File: config.mk
export PLATFORM = sky130hd
export DESIGN_NAME = writeback_regfile_flat
export DESIGN_NICKNAME = d
export VERILOG_FILES = /design/src/rtl/lab6_pkg.sv /design/src/rtl/writeback_regfile_if.sv /design/src/rtl/pend_counter.sv /design/src/rtl/writeback_regfile.sv /design/src/flat_wrapper.sv
export SDC_FILE = /design/constraint.sdc
export NUM_CORES = 2
export LEC_CHECK = 0
export ABC_AREA = 0
export CAP_MARGIN = 15
export CORE_MARGIN = 1
export CORE_UTILIZATION = 58
export DETAILED_ROUTE_END_ITERATION = 8
export PLACE_DENSITY = 0.75
export SLEW_MARGIN = 25
export SYNTH_ARGS = -nofsm -noshare
export SYNTH_HDL_FRONTEND = slang
export SYNTH_HIERARCHICAL = 1
export SYNTH_SLANG_ARGS = --single-unit
File: constraint.sdc
create_clock -name clk -period 5.7 [get_ports clk]
set_input_delay 1.14 -clock clk [delete_from_list [all_inputs] [get_ports clk]]
set_output_delay 1.14 -clock clk [all_outputs]
set_load 0.02 [all_outputs]
File: src/rtl/lab6_pkg.sv
// Shared types and sizing for the writeback register file and its scoreboard.
package lab6_pkg;
  localparam int DATA_W   = 32;
  localparam int ADDR_W   = 5;
  localparam int PEND_W   = 2;
  localparam int NREGS    = 2 ** ADDR_W;
  localparam int PEND_MAX = 2 ** PEND_W - 1;

  typedef logic [ADDR_W-1:0] reg_idx_t;
  typedef logic [DATA_W-1:0] data_t;
  typedef logic [PEND_W-1:0] pend_t;

  localparam reg_idx_t REG_ZERO = '0;
endpackage

File: src/rtl/writeback_regfile_if.sv
// Writeback, read-port and issue/stall bundle between the pipeline and the register file.
interface writeback_regfile_if;
  import lab6_pkg::*;

  data_t    wb_data;
  reg_idx_t wb_sel;
  logic     wb_en;
  reg_idx_t rd_sel_a;
  reg_idx_t rd_sel_b;
  data_t    rd_data_a;
  data_t    rd_data_b;
  logic     issue_valid;
  logic     issue_we;
  reg_idx_t issue_dest;
  logic     stall;
  logic     err_underflow;

  modport master (
    output wb_data, wb_sel, wb_en, rd_sel_a, rd_sel_b, issue_valid, issue_we, issue_dest,
    input  rd_data_a, rd_data_b, stall, err_underflow
  );

  modport slave (
    input  wb_data, wb_sel, wb_en, rd_sel_a, rd_sel_b, issue_valid, issue_we, issue_dest,
    output rd_data_a, rd_data_b, stall, err_underflow
  );
endinterface

File: src/rtl/pend_counter.sv
// Saturating up/down count of in-flight writes to one architectural register.
module pend_counter
  import lab6_pkg::*;
(
  input  logic  clk,
  input  logic  rst,
  input  logic  inc,
  input  logic  dec,
  output pend_t count,
  output logic  is_zero,
  output logic  is_max,
  output logic  underflow
);

  pend_t count_q;
  pend_t count_d;

  // Simultaneous issue and retire cancel; the count never wraps in either direction.
  always_comb begin
    count_d = count_q;
    if (inc && !dec && !is_max) begin
      count_d = count_q + pend_t'(1);
    end else if (dec && !inc && !is_zero) begin
      count_d = count_q - pend_t'(1);
    end
  end

  always_ff @(posedge clk) begin
    if (rst) begin
      count_q <= '0;
    end else begin
      count_q <= count_d;
    end
  end

  assign count     = count_q;
  assign is_zero   = (count_q == '0);
  assign is_max    = (count_q == pend_t'(PEND_MAX));
  assign underflow = dec && is_zero;

endmodule

File: src/rtl/writeback_regfile.sv
// Architectural register file with RAW-hazard scoreboard; define WB_BYPASS_EN for
// same-cycle writeback forwarding to reads and to the stall decision.
module writeback_regfile
  import lab6_pkg::*;
(
  input logic               clk,
  input logic               rst,
  writeback_regfile_if.slave bus
);

`ifdef WB_BYPASS_EN
  localparam bit BYPASS = 1'b1;
`else
  localparam bit BYPASS = 1'b0;
`endif

  data_t             regs_q [NREGS];
  data_t             regs_d [NREGS];
  logic              dec;
  logic              inc;
  logic              stall;
  logic [NREGS-1:0]  busy;
  logic [NREGS-1:0]  pend_max;
  logic [NREGS-1:1]  pend_zero;
  logic [NREGS-1:1]  pend_uf;
  pend_t             pend_count [1:NREGS-1];
  logic              err_underflow_q;
  logic              err_underflow_d;

  assign dec = bus.wb_en && (bus.wb_sel != REG_ZERO);
  assign inc = bus.issue_valid && bus.issue_we && (bus.issue_dest != REG_ZERO) && !stall;

  // Register 0 never gets a counter, so it can never look busy or saturated.
  assign busy[0]     = 1'b0;
  assign pend_max[0] = 1'b0;

  for (genvar i = 1; i < NREGS; i++) begin : g_pend
    logic dec_hit;
    logic inc_hit;

    assign dec_hit = dec && (bus.wb_sel == reg_idx_t'(i));
    assign inc_hit = inc && (bus.issue_dest == reg_idx_t'(i));

    pend_counter u_cnt (
      .clk       (clk),
      .rst       (rst),
      .inc       (inc_hit),
      .dec       (dec_hit),
      .count     (pend_count[i]),
      .is_zero   (pend_zero[i]),
      .is_max    (pend_max[i]),
      .underflow (pend_uf[i])
    );

    // With forwarding, a retire of the last outstanding write clears the hazard this cycle.
    assign busy[i] = !pend_zero[i] && !(BYPASS && dec_hit && (pend_count[i] == pend_t'(1)));
  end

  assign stall = bus.issue_valid &&
                 (busy[bus.rd_sel_a] || busy[bus.rd_sel_b] ||
                  (bus.issue_we && pend_max[bus.issue_dest]));

  always_comb begin
    regs_d = regs_q;
    if (dec) begin
      regs_d[bus.wb_sel] = bus.wb_data;
    end
  end

  always_ff @(posedge clk) begin
    if (rst) begin
      for (int i = 0; i < NREGS; i++) begin
        regs_q[i] <= '0;
      end
    end else begin
      regs_q <= regs_d;
    end
  end

  assign err_underflow_d = err_underflow_q || (|pend_uf);

  always_ff @(posedge clk) begin
    if (rst) begin
      err_underflow_q <= 1'b0;
    end else begin
      err_underflow_q <= err_underflow_d;
    end
  end

  assign bus.rd_data_a = (BYPASS && dec && (bus.wb_sel == bus.rd_sel_a)) ? bus.wb_data
                                                                        : regs_q[bus.rd_sel_a];
  assign bus.rd_data_b = (BYPASS && dec && (bus.wb_sel == bus.rd_sel_b)) ? bus.wb_data
                                                                        : regs_q[bus.rd_sel_b];
  assign bus.stall         = stall;
  assign bus.err_underflow = err_underflow_q;

endmodule

File: src/flat_wrapper.sv
// flat-port wrapper written by rule: the top's interface ports become plain ports
module writeback_regfile_flat import lab6_pkg::*;
  (clk, rst, bus_wb_data, bus_wb_sel, bus_wb_en, bus_rd_sel_a, bus_rd_sel_b, bus_issue_valid, bus_issue_we, bus_issue_dest, bus_rd_data_a, bus_rd_data_b, bus_stall, bus_err_underflow);
  writeback_regfile_if bus_i ();
  input logic clk;
  input logic rst;
  input wire logic [$bits(bus_i.wb_data)-1:0] bus_wb_data;
  input wire logic [$bits(bus_i.wb_sel)-1:0] bus_wb_sel;
  input wire logic [$bits(bus_i.wb_en)-1:0] bus_wb_en;
  input wire logic [$bits(bus_i.rd_sel_a)-1:0] bus_rd_sel_a;
  input wire logic [$bits(bus_i.rd_sel_b)-1:0] bus_rd_sel_b;
  input wire logic [$bits(bus_i.issue_valid)-1:0] bus_issue_valid;
  input wire logic [$bits(bus_i.issue_we)-1:0] bus_issue_we;
  input wire logic [$bits(bus_i.issue_dest)-1:0] bus_issue_dest;
  output wire logic [$bits(bus_i.rd_data_a)-1:0] bus_rd_data_a;
  output wire logic [$bits(bus_i.rd_data_b)-1:0] bus_rd_data_b;
  output wire logic [$bits(bus_i.stall)-1:0] bus_stall;
  output wire logic [$bits(bus_i.err_underflow)-1:0] bus_err_underflow;
  assign bus_i.wb_data = bus_wb_data;
  assign bus_i.wb_sel = bus_wb_sel;
  assign bus_i.wb_en = bus_wb_en;
  assign bus_i.rd_sel_a = bus_rd_sel_a;
  assign bus_i.rd_sel_b = bus_rd_sel_b;
  assign bus_i.issue_valid = bus_issue_valid;
  assign bus_i.issue_we = bus_issue_we;
  assign bus_i.issue_dest = bus_issue_dest;
  assign bus_rd_data_a = bus_i.rd_data_a;
  assign bus_rd_data_b = bus_i.rd_data_b;
  assign bus_stall = bus_i.stall;
  assign bus_err_underflow = bus_i.err_underflow;
  writeback_regfile u_core (.clk(clk), .rst(rst), .bus(bus_i));
endmodule
# Word-level counts from Yosys, hierarchy flattened
# Index checks and enable logic that the tools add are counted.
dict set report classes {
  n_addsub 62
  multipliers 0
  div_mod_pow 0
  order_cmp 7
  eq_ne 93
  n_shift 0
  mux 77
  bitwise 3
  reduce_logical 417
}
# op count
set ops {}
lappend ops {{1024-bit bitwise mux} 1}
lappend ops {{32-bit binary-select mux with 5-bit select} 2}
lappend ops {{1-bit logical AND} 224}
lappend ops {{32-bit demux with 5-bit select} 1}
lappend ops {{5-bit == test (second input constant)} 32}
lappend ops {{32-bit two-way mux} 5}
lappend ops {{1-bit logical NOT} 125}
lappend ops {{2-bit two-way mux} 62}
lappend ops {{5-bit by 4-bit == test with 1-bit output (second input constant)} 16}
lappend ops {{2-bit by 1-bit adder with 2-bit output (second input constant)} 31}
lappend ops {{2-bit == test (second input constant)} 31}
lappend ops {{2-bit logical NOT} 31}
lappend ops {{2-bit nonzero test} 31}
lappend ops {{2-bit by 1-bit subtractor with 2-bit output (second input constant)} 31}
lappend ops {{5-bit by 3-bit == test with 1-bit output (second input constant)} 8}
lappend ops {{31-bit OR reduction} 1}
lappend ops {{5-bit by 2-bit == test with 1-bit output (second input constant)} 4}
lappend ops {{6-bit greater-or-equal comparator (second input constant)} 3}
lappend ops {{5-bit by 6-bit < comparator with 1-bit output (second input constant)} 3}
lappend ops {{5-bit NOT with 6-bit output} 3}
lappend ops {{1-bit binary-select mux with 5-bit select} 3}
lappend ops {{5-bit by 1-bit == test with 1-bit output (second input constant)} 2}
lappend ops {{5-bit nonzero test} 2}
lappend ops {{6-bit by 1-bit < comparator with 1-bit output (second input constant)} 1}
lappend ops {{other kinds (2)} 6}
dict set report totals {
  register_bits 1087
  latchBits 0
  ram_bits 0
  romBits 0
  input_bits 57
  output_inout_bits 66
  elab_cells 723
  memories 0
}

# Depth between registers and ports, before layout
dict set report logic_depth {
  ltp_word 15
  depth_mapped 14
  ltp_nobuf 10
}

# Modules after synthesis
# Netlist, hierarchy kept.
# mod instances cells_per_inst area_each_um2 seq_area_each_um2
set by_module_without_submodules {}
lappend by_module_without_submodules {writeback_regfile 1 5517 51956.1 20519.7}
lappend by_module_without_submodules {pend_counter 31 15 127.6 40.0}

# Least setup slack after synthesis
# Ideal clock, no wire load.
dict set report synth_timing {
  kind {in2out}
  start {input bus_rd_sel_b[0]}
  end {output bus_rd_data_b[0]}
  t_arrival_ns 3.348
  required_time_ns 4.560
  setup_slack_ns 1.212
  stages 6
  n_path_buf 3
  cell_sequence {buf_2 -> buf_2 -> buf_1 -> mux4_2 -> mux4_2 -> mux2_2}
}
dict set report synth_via {
  elab_chain_cells 4
}
# item line
set synth_lines {}
lappend synth_lines {{start: declaration} flat_wrapper.sv:11} ;# input wire logic [$bits(bus_i.rd_sel_b)-1:0] bus_rd_sel_b;
lappend synth_lines {{5-bit NOT with 6-bit output (implied by the code)} writeback_regfile.sv:93} ;# : regs_q[bus.rd_sel_b];
lappend synth_lines {{32-bit binary-select mux with 5-bit select} writeback_regfile.sv:93}
lappend synth_lines {{32-bit two-way mux (implied by the code) (2 in series)} writeback_regfile.sv:93}
lappend synth_lines {{end: declaration} flat_wrapper.sv:16} ;# output wire logic [$bits(bus_i.rd_data_b)-1:0] bus_rd_data_b;
# Every way passes these cells. The select of a mux whose other input is x is not followed.

# Final worst setup path
dict set report layout_timing {
  start {input bus_rd_sel_a[0]}
  end {output bus_rd_data_a[11]}
}
dict set report layout_via {
  elab_chain_cells 4
}
# item line
set layout_lines {}
lappend layout_lines {{start: declaration} flat_wrapper.sv:10} ;# input wire logic [$bits(bus_i.rd_sel_a)-1:0] bus_rd_sel_a;
lappend layout_lines {{5-bit NOT with 6-bit output (implied by the code)} writeback_regfile.sv:91} ;# : regs_q[bus.rd_sel_a];
lappend layout_lines {{32-bit binary-select mux with 5-bit select} writeback_regfile.sv:91}
lappend layout_lines {{32-bit two-way mux (implied by the code) (2 in series)} writeback_regfile.sv:91}
lappend layout_lines {{end: declaration} flat_wrapper.sv:15} ;# output wire logic [$bits(bus_i.rd_data_a)-1:0] bus_rd_data_a;
# Every way passes these cells. The select of a mux whose other input is x is not followed.

==> impl_metrics.json <==
{
  "ios": 123,
  "grt_pass1_vias": 47700,
  "holdPathEnd": "u_core/regs_q[302]",
  "drive_gt1_share_pct": 21.2,
  "syn_nets": 6039,
  "syn_inst": 5982,
  "rows": 113,
  "grt_max_degree": 163,
  "max_freq_mhz": 192,
  "p_leak_uw": 0.0200,
  "async_flop_share_pct": 0,
  "vias_per_cell": 6.90,
  "io_buffers": 122,
  "grt_use_total_pct": 40.5,
  "clk_pin_slew_ps": 60,
  "cts_resized": 0,
  "arrival_ps": 4070,
  "clk_path_buf_depth": 3,
  "r2r_end": "u_core/g_pend[11].u_cnt/count[0]",
  "antenna_found_initial": 14,
  "reg2reg_from": "u_core/g_pend[13].u_cnt/count[1]",
  "worstPathRequired_ps": 4560,
  "final_nets": 5864,
  "worst_clock_skew_ps": 9.50,
  "wl_um": 200000,
  "ys_seq_elements": 1087,
  "coreArea_um2": 95300,
  "max_cap_violations": 0,
  "gp_congestion": 0.880,
  "wire_per_inst_um": 27.9,
  "rsz0062_at_grt": "no",
  "ys_warn_count": 6,
  "synthTopCellsByArea": "dfxtp_1 (39%), mux4_2 (26%), nand2_1 (14%)",
  "die_area_um2": 97600,
  "status": "finished clean",
  "start_util_pct": 58.7,
  "hp-class": "register to register",
  "p_per_area_nw_per_um2": 271,
  "hold_viol_final": 0,
  "area_growth_pct": 11.2,
  "slew_headroom_pct": 17.5,
  "finalSetupViolations": 0,
  "ys_seq_area_share_pct": 38.9,
  "ir_worst_vdd_uv": 296,
  "synth_area_per_cell_um2": 9.35,
  "cts_buffers": 112,
  "post-cts-setup-buffers": 0,
  "period_needed_ps": 5210,
  "critPathKind": "input pin to output port",
  "worst_slew_pin_slew_ps": 1240,
  "placed_cell_area_um2": 58200,
  "insertion_delay_ps": 670,
  "grt_pass1_wl_um": 296000,
  "crit_family": "buffers and inverters",
  "worstSetupStartpointType": "input pin",
  "rrSetupSlack_ps": 2030,
  "grt_overflow": 0,
  "clockRootBuffer": "clkbuf_16",
  "chipWidth_um": 312,
  "tns_ps": 0,
  "dpl.cell_count": 6958,
  "h-tree-depth": 3,
  "vias": 49500,
  "worst_r2r_path_depth": 11,
  "synthFlopType": "dfxtp_1",
  "cts_tree": "done",
  "drc_errors": 0,
  "fin_crit_sh_pct": 91.5,
  "crit_chain": "buf_8, buf_12, mux4_2, mux4_2, mux2_2, clkdlybuf4s50_1",
  "netlist.area_leader.share_pct": 38.9,
  "worstHoldPathCells": 2,
  "ys_types": 45,
  "crit_path_max_incr_delay_ps": 560,
  "cpMostUsedCell": "mux4_2",
  "fin_area_um2": 62200,
  "instances_no_fill": 7170,
  "worstPathMaxFanout": 51,
  "cts_sinks": 1087,
  "final_antenna_net_count": 0,
  "post-synth-top-area-cell": "dfxtp_1",
  "firstDrtPassIters": 6,
  "endpoint_kind": "output port",
  "slew_viol_final": 0,
  "place_hpwl_um": 114000,
  "synth_edf_count": 0,
  "hold_ws_ps": 466,
  "cts_hold_buffers": 0,
  "path_buf_inv": 3,
  "first_iter_violations": 8286,
  "die_h_um": 312,
  "synth_area_um2": 55900,
  "crit_path_top_delay_cell": "mux4_2",
  "min_from": "u_core/regs_q[302]",
  "power_uw": 16900
}
[synthesized netlist by cell type (2+ instances only)]
master	count
nand2_1	2058
dfxtp_1	1087
a21oi_1	1025
mux4_2	656
clkbuf_1	360
buf_1	166
nor2_1	73
mux2_2	65
and2_1	64
nand2b_1	36
nand3b_1	36
nor2b_1	35
buf_2	34
inv_1	33
o21ai_0	33
a221oi_2	31
and2b_1	31
o21ai_2	31
or2b_2	31
nor3_1	21
nor4_1	19
mux2i_1	8
nand4_1	7
nor3b_1	7
nor4b_1	4
and3b_1	3
nand3_1	3
a211oi_1	2
and3_1	2
buf_4	2
buf_6	2
mux4_1	2
nor4_2	2
nor4bb_1	2
[flip-flops by register name, summed over array words and instances (netlist names)]
| name | cells |
|---|---|
| u_core/g_pend.u_cnt/count | 62 |
| u_core/bus.err_underflow | 1 |
| u_core/regs_q | 1024 |
[tightest hold or removal path, stage by stage (launching register included)]
cell     delay (ps)
dfxtp_1         310
nand2_1          50
a21oi_1          50
[stage by stage]
| stage | utilization (%) | setup slack (ps) |
|---|---|---|
| finish | 65.3 | 485 |
| global route | 65.2 | 389 |
| CTS | 65.3 | 477 |
| detailed placement | 61.1 | 487 |
| global placement | 61.2 | 503 |
| floorplan | - | 1210 |
[placed cells by master, fill, tap and decap left out, types with 33 or more instances in the layout]
cell and instances:
clkbuf_16 112, buf_12 43, nand2_1 2027, nand2b_1 36
a21oi_1 1025, mux2_2 65, dfxtp_1 1087, nor2_1 73
nor2b_1 35, clkdlybuf4s50_1 89, mux4_2 656, and2_1 64
nand3b_1 36, o21ai_0 33, buf_4 112
[power by group]
part | internal [uW] | total [uW] | switching (uW)
Combinational | 418 | 1220 | 797
Clock | 4670 | 7960 | 3290
Sequential | 7650 | 7690 | 42.3
Total | 12700 | 16900 | 4130
[worst max path at each step]
stage | depth (start not counted) | end | slack [ps] | startpoint
global placement | 7 | bus_rd_data_a[0] | 500 | bus_rd_sel_a[0]
global route | 7 | bus_rd_data_a[0] | 390 | bus_rd_sel_a[0]
detailed placement | 6 | bus_rd_data_a[11] | 490 | bus_rd_sel_a[0]
CTS | 6 | bus_rd_data_a[11] | 480 | bus_rd_sel_a[0]
finish | 6 | bus_rd_data_a[11] | 490 | bus_rd_sel_a[0]
floorplan | 6 | bus_rd_data_b[0] | 1210 | bus_rd_sel_b[0]
[cell type report]
| class | instances | area, um^2 |
|---|---|---|
| clock inverter | 52 | 763 |
| multi-input combinational | 4298 | 31900 |
| inverter | 33 | 129 |
| timing repair buffer | 275 | 2800 |
| fill | 7279 | 33100 |
| tap | 1265 | 1580 |
| antenna | 3 | 7.51 |
| sequential | 1087 | 21800 |
| clock buffer | 157 | 3210 |
[layer usage]
layer | up-vias | GRT usage, % | wire (um)
li1 | 20700 | - | -
met1 | 23700 | 51.4 | 67300
met2 | 4069 | 59.3 | 86100
met3 | 1001 | 12.9 | 31500
met4 | 22 | 26.9 | 15100
met5 | - | 0 | 142
[cells by family (layout without fill, tap and decap cells)]
kind of cell | after synthesis | in the layout | share of synthesized area, %
AND/OR/NAND/NOR | 2438 | 2438 | 18.1
other | 0 | 3 | 0
buffers and inverters | 597 | 517 | 4.12
multiplexers | 731 | 731 | 28.0
AO/OA/AOI/OAI | 1129 | 1129 | 10.9
flip-flops | 1087 | 1087 | 38.9
No activity file was read; power rests on OpenSTA's default activity.
